File: src/rtl/gray_seq_ctrl.sv
// Gray-code sequencer: walks a binary counter up or down from a programmed
// start value for a programmed number of steps, emitting each Gray code on a
// valid/ready handshake.
module gray_seq_ctrl #(
  parameter int WIDTH = 4,
  parameter int LEN_W = 8
) (
  input  logic             clk,
  input  logic             rst_n,
  input  logic             start,
  input  logic             dir,
  input  logic [WIDTH-1:0] start_val,
  input  logic [LEN_W-1:0] len,
  input  logic             abort,
  input  logic             out_ready,
  output logic             out_valid,
  output logic [WIDTH-1:0] gray_out,
  output logic [WIDTH-1:0] bin_out,
  output logic             busy,
  output logic             done,
  output logic [1:0]       state_dbg
);

  typedef enum logic [1:0] {
    S_IDLE = 2'd0,
    S_RUN  = 2'd1,
    S_DONE = 2'd2
  } state_e;

  state_e           state_q, state_d;
  logic [WIDTH-1:0] bin_q, bin_d;
  logic [LEN_W-1:0] rem_q, rem_d;
  logic             dir_q, dir_d;
  logic             xfer;

  // Handshake: a code is transferred on every rising edge where out_valid and
  // out_ready are both high; while out_valid is high and out_ready is low the
  // code is held stable. out_valid never drops without a transfer except on abort.
  assign xfer = out_valid && out_ready;

  // State register and datapath registers
  always_ff @(posedge clk or negedge rst_n) begin
    if (!rst_n) begin
      state_q <= S_IDLE;
      bin_q   <= '0;
      rem_q   <= '0;
      dir_q   <= 1'b0;
    end else begin
      state_q <= state_d;
      bin_q   <= bin_d;
      rem_q   <= rem_d;
      dir_q   <= dir_d;
    end
  end

  // Next-state logic; abort overrides every other transition
  always_comb begin
    state_d = state_q;
    case (state_q)
      S_IDLE: begin
        if (start) state_d = (len == '0) ? S_DONE : S_RUN;
      end
      S_RUN: begin
        if (xfer && rem_q <= LEN_W'(1)) state_d = S_DONE;
      end
      S_DONE:  state_d = S_IDLE;
      default: state_d = S_IDLE;
    endcase
    if (abort) state_d = S_IDLE;
  end

  // Counter, remaining-count and direction updates
  always_comb begin
    bin_d = bin_q;
    rem_d = rem_q;
    dir_d = dir_q;
    if (abort) begin
      rem_d = '0;
    end else begin
      case (state_q)
        S_IDLE: begin
          if (start) begin
            bin_d = start_val;
            rem_d = len;
            dir_d = dir;
          end
        end
        S_RUN: begin
          if (xfer) begin
            if (rem_q > LEN_W'(1)) begin
              rem_d = rem_q - LEN_W'(1);
              bin_d = dir_q ? (bin_q - WIDTH'(1)) : (bin_q + WIDTH'(1));
            end else begin
              rem_d = '0;
            end
          end
        end
        default: ;
      endcase
    end
  end

  // Outputs decoded from registered state so they are glitch-free and aligned
  always_comb begin
    out_valid = (state_q == S_RUN);
    busy      = (state_q != S_IDLE);
    done      = (state_q == S_DONE);
    bin_out   = bin_q;
    gray_out  = bin_q ^ (bin_q >> 1);
    state_dbg = state_q;
  end

endmodule

File: config.mk
export PLATFORM = sky130hd
export DESIGN_NAME = gray_seq_ctrl
export DESIGN_NICKNAME = d
export VERILOG_FILES = /design/src/rtl/gray_seq_ctrl.sv
export SDC_FILE = /design/constraint.sdc
export NUM_CORES = 1
export LEC_CHECK = 0
export CELL_PAD_IN_SITES_DETAIL_PLACEMENT = 1
export CELL_PAD_IN_SITES_GLOBAL_PLACEMENT = 1
export CORE_UTILIZATION = 38
export CTS_BUF_LIST = sky130_fd_sc_hd__clkbuf_4 sky130_fd_sc_hd__clkbuf_8
export CTS_CLUSTER_DIAMETER = 60
export DETAILED_ROUTE_END_ITERATION = 16
export PLACE_DENSITY = 0.85
export SYNTH_ARGS = -nofsm -noshare
export SYNTH_HDL_FRONTEND = slang
export SYNTH_SLANG_ARGS = --single-unit
File: constraint.sdc
create_clock -name clk -period 3.9 [get_ports clk]
set_clock_uncertainty 0.15 [all_clocks]
set_input_delay 1.17 -clock clk [delete_from_list [all_inputs] [get_ports clk]]
set_output_delay 1.17 -clock clk [all_outputs]
set_load 0.05 [all_outputs]
==> impl_results.md <==
- Post-CTS setup buffers: 0
- Core footprint: about 2500 µm²
- Sequential-to-total area share from yosys stat: a little over a third
- RSZ-0062 raised after global routing: no
- Final Cycle Share: about nine tenths
- Setup violators final: 0
- TritonRoute pass-1 iters: 4
- Syn. warnings: 0
- Area grow syn2layout: 34.8%
- First-pass GRT wire length: around 4.5 mm
- Max Cap Viol: 0
- Cell area after synthesis: between 1000 and 1500 µm²
- Tmin final: around 3.6 ns
- Full die area: about 2900 µm²
- Clock transition at path regs: roughly 0.11 ns
- Gr ovfl total: 0
- Synth Register Bits: 15
- Most common cell after layout, fill and taps aside: clkdlybuf4s50_1
- Tot GR Track Use: ~22%
- Starting density of the core: about two fifths
- # fillers: 306
- Number of diodes: 0
- Critical-path cell list: or2b_1, inv_2, clkdlybuf4s50_1
- Met2 routed wirelength: 1.47 mm
- Placed Cells incl. Taps: between 150 and 200
- DRC Markers: 0
- CTS Buf Count: 3
- Clk_lat worst skew: 0.29 ns
- WP data arrival: ~2.3 ns
- Met3 WL: around 130 µm
- Status: completed
- Final hold violation count: 0
- Iter 0 DRT Violations: 28
- Routed length on met1: around 1.2 mm
- Unique cell type count in the Yosys netlist: 36
- Vias in the first global route: between 1000 and 1500
- Vias per inst: around 5.7
- RR Startpoint: rem_q[4]
- Crit-path max cell delay: slightly above 0.8 ns
- Fraction of layout cells with a size suffix above 1: 7.48%
- IO Port Bufs: 30
- Post-CTS sizing: 0
- Die Y: 54.0 µm
- CP required: between 2 and 3 ns
- Most frequent cells in the layout: clkdlybuf4s50_1, dfrtp_1, a21oi_1, o21ai_1, nor2_1
- Startpoint class of the critical path: flop
- Htree depth: 1
- Top Ports: 31
- Top layer in use: met4
- Crit path max-delay family: buffers and inverters
- Hold-fix buffers, CTS: 0
- Buffers and inverters on the worst path: 2
- Critical Setup Path Class: flop to primary output
- Final wirelength: roughly 2.8 mm
- HP Class: flop to flop
- Non-filler instance count after layout: about 180
- Pwr Total: approximately 0.00094 W
- DP Wirelength: approximately 2.1 mm
- Layout net count: between 150 and 200
- Slowest cell on crit path: clkdlybuf4s50_1
- Crit. End Element: primary output
- Worst vdd ir: 0.522 mV
- Largest net degree at the start of global routing: 16
- Via count: roughly 1000
- Worst-path fanout max: 14
- TritonCTS Sinks: 15
- Root buffer cell: clkbuf_4
- Antenna Violating Nets Remaining: 0
- Die Width: 54.0 µm
- Rel. slew slack: between 50 and 60%
- Detailed-route wire length per cell: 15.7 µm
- Static Leak: ~0.57 nW
- # rows: 18
- Final Wtd Congestion: between 0.7 and 0.8
- Worst Setup SP: state_dbg[0]
- Peak Freq: between 0.2 and 0.3 GHz
- Net Count, Synth: about 140
- Clock tree buffer depth: 2
- Placed Area: about 1400 µm²
- Post-route cell area: 1380 µm²
- Initial antenna violation count: 0
- Mapped Cells: between 100 and 150
- PwrDens: about 680 nW/µm²
- Tightest Pin Transition: ~0.73 ns
- Syn avg cell area: roughly 8.9 µm²
- Slew Viols, Final: 0
- CTS tree: built
- Hold Startpoint: rem_q[1]
- TNS Setup: 0 ns
-- stage by stage --
step	worst slack [ns]	utilization, %	hold slack, ns
final	0.318	54.8	0.375
after global routing	0.207	54.8	0.416
after CTS	0.318	54.8	0.384
after detailed placement	0.641	53.6	0.363
after global placement	0.704	53.6	0.363
after floorplan	1.08	-	0.321
-- Yosys cell counts (all sizes together) --
cell     number  area, µm²
or4           2       22.5
a21o          1       7.51
fa            1       20.0
clkbuf        1       3.75
o22ai         1       6.26
nor3          4       20.0
nand3b        1       7.51
a211o         2       17.5
nor3b         2       15.0
nand2b        2       12.5
nand2         8       30.0
o21ai        12       60.1
nor2b         2       12.5
xor2          4       35.0
or2           2       12.5
inv           6       22.5
a2bb2oi       1       8.76
a211oi        2       15.0
a21oi        11       55.1
or3           2       13.8
dfrtp        15        375
xnor2         4       35.0
ha            4       50.1
or2b          1       7.51
a22oi         3       22.5
nor2         10       37.5
buf           1       7.51
o2bb2ai       1       8.76
o41ai         1       16.3
o21bai        1       18.8
nor4          5       31.3
o22a          2       17.5
-- power breakdown --
part | switching (W) | internal [W] | leakage (nW) | total (W)
Combinational | 0.000367 | 0.000225 | 0.356 | 0.000593
Clock | 0.0000559 | 0.0000467 | 0.0184 | 0.000103
Sequential | 0.0000516 | 0.000189 | 0.193 | 0.000241
-- per-layer routing --
| metal | track usage [%] | vias to the layer above |
|---|---|---|
| li1 | - | 483 |
| met1 | 26.0 | 490 |
| met2 | 40.3 | 29 |
| met3 | 3.95 | 4 |
| met4 | 6.58 | 0 |
| met5 | 0 | - |
-- flip-flops by register name (all words and copies together), names as in the netlist --
| register | count |
|---|---|
| bin_out | 4 |
| state_dbg | 2 |
| rem_q | 8 |
| dir_q | 1 |
-- logic make-up after synthesis --
| group | share of synthesized area (%) |
|---|---|
| AOI/OAI and AO/OA | 24.8 |
| xor gates and xnor gates | 6.83 |
| and+or+nand+nor | 21.7 |
| buffers and inverters | 3.29 |
| adders and majority gates | 6.83 |
| DFF | 36.6 |
-- final cells by class --
class	count	area [µm²]	area share (%)
Clock buffer	4	30.0	2.17
Sequential cell	15	375	27.1
Inverter	6	22.5	1.63
Timing Repair Buffer	30	300	21.7
Tap cell	30	37.5	2.71
Multi-Input combinational cell	92	617	44.6
-- worst min-delay path, cell delays in order, from the launching register on --
cell and delay [ns]:
dfrtp_1 0.37, nand2_1 0.05, o21ai_1 0.07
-- worst paths after layout --
check,endpoint,slack (ns),cells past startpoint
setup / recovery,out_valid,0.32,3
hold / removal,rem_q[1],0.38,2
setup reg to reg,rem_q[2],1.48,5
hold reg to reg,rem_q[1],0.38,2
max in group asynchronous,rem_q[3],1.97,1
min in group asynchronous,bin_out[1],1.15,1
No activity file was read; power rests on OpenSTA's default activity.
==> RTL edit (config.mk and constraints unchanged) <==
`LEN_W`: 8 -> 16.
--- a/src/rtl/gray_seq_ctrl.sv
+++ b/src/rtl/gray_seq_ctrl.sv
@@ -3,7 +3,7 @@
 // valid/ready handshake.
 module gray_seq_ctrl #(
   parameter int WIDTH = 4,
-  parameter int LEN_W = 8
+  parameter int LEN_W = 16
 ) (
   input  logic             clk,
   input  logic             rst_n,
Ports: changed (resized len); port bits go from 31 to 39. The function was not compared with the original's and may differ.
==> RTL edit against the unedited design <==
  * Cell area increased by 46%
  * Routed wire length up 60%
  * Power increased by 5.5%
  * Setup slack better by 0.21 ns
  * Sequential cell count increased by 8
  * Area after synthesis up 51%
  * Cell count rose by 43%
  * Fmax rose by 6.2%
  * Synthesized cell count rose by 47%
  * Largest power group unchanged
==> RTL edit: results (changes against the unedited design) <==
Status: finished clean
Non-CTS buffers: 40 (+33%)
Reg2Reg Launch Point: rem_q[0]
Non-clock buffer share: 19.60% (-2.1 points)
Total Nets Final: 237 (+39%)
PortBufs: 38 (+27%)
Total length of routed met2 wires: 2207 microns (+51%)
Ratio of cells with drive above 1 in the final layout: 7.805% (+0.32 points)
Synth cell count leaders: 23 x dfrtp_1, 15 x o21ai_0, 11 x nor2_1, 10 x a22oi_1, 10 x nand2_1
#FFs+latches synth: 23 (+8)
Synth area leaders: dfrtp_1 37%, a22oi_1 4.8%, o21ai_0 4.8%, xor2_1 3.4%, a221o_1 3.2%
Clk tree area frac: 2.419% (+0.25 points)
Reg-to-Reg End: rem_q[14]
Grt met2 use: 39.16% (-1.2 points)
Count of multi-input gates: 131 (+42%)
First DRT Iteration DRCs: 74 (+160%)
Post-synthesis xor/xnor area fraction: 6.220% (-0.61 points)
Post-synthesis compound-gate area fraction: 24.80% (+0.042 points)
Total number of vias: 1502 (+49%)
Vias in the first global route: 1570 (+55%)
Routed length on met1: 1978 microns (+70%)
Inverter count: 7 (+1)
Sequential portion of the cell area: 28.54% (+1.4 points)
Gp weighted congestion: 0.8434 (+6.1%)
Synth Area in Adders: 4.523% (-2.3 points)
Clk slew on worst S/H paths: 0.08 ns (-0.03 ns)
Worst-path maximum fanout: 10 (-4)
Place WS: 0.5954 ns (-0.04569 ns)
DP Cell Count: 249 (+44%)
Hold slack: 0.4238 ns (+0.04840 ns)
Post-Syn Instances: 169 (+47%)
Met3 wire length: 197 microns (+49%)
Syn_nets: 200 (+45%)
Via density: 5.937 (+4.5%)
Reg2reg setup slack: 1.41 ns (-0.07 ns)
Area of the multi-input gates: 910.9 sq um (+48%)
Critical Path AT: 2.05 ns (-0.21 ns)
Slack of the critical path: 0.5258 ns (+0.2081 ns)
First-pass GRT wire length: 7417 microns (+64%)
Reg2reg path depth: 7 (+2)
Largest register FFs: 16 (+8)
Wirelength per Cell: 17.67 microns (+12%)
Peak VDD IR: 155.1 uV (-70%)
CP max-delay cell: clkdlybuf4s50_1
Hold depth: 1 (-1)
Register area share after synthesis: 37.16% (+0.57 points)
Die X-Extent: 65.85 microns (+22%)
Clock root cell: clkbuf_8
Max-slew headroom: 26.67% (-24 points)
Total GRT Usage: 22.61% (+0.46 points)
GRT met1 Usage: 28.37% (+2.4 points)
HP Start: rem_q[15]
-- RTL edit: cell types whose count changed after synthesis, sizes merged, moves of 3 or more --
| cell | before | now |
|---|---|---|
| a221o | 0 | 5 |
| a22oi | 3 | 10 |
| clkbuf | 1 | 5 |
| dfrtp | 15 | 23 |
| nand3 | 0 | 3 |
| nor3 | 4 | 7 |
| o21ai | 12 | 16 |
-- RTL edit: power by group --
group	internal, mW	total, mW	switching, mW	leakage [nW]
sequential	0.270	0.325	0.0544	0.300
combinational	0.196	0.502	0.306	0.490
clock	0.0801	0.160	0.0799	0.0262
-- RTL edit: cell families (layout without fill, tap and decap cells) --
logic type | Yosys count | count (layout)
flip-flops | 23 | 23
XOR/XNOR | 11 | 11
AND/OR/NAND/NOR | 58 | 58
adder cells (fa/ha/maj) | 5 | 5
buffers and inverters | 15 | 51
multiplexers | 1 | 1
AO/OA/AOI/OAI | 56 | 56
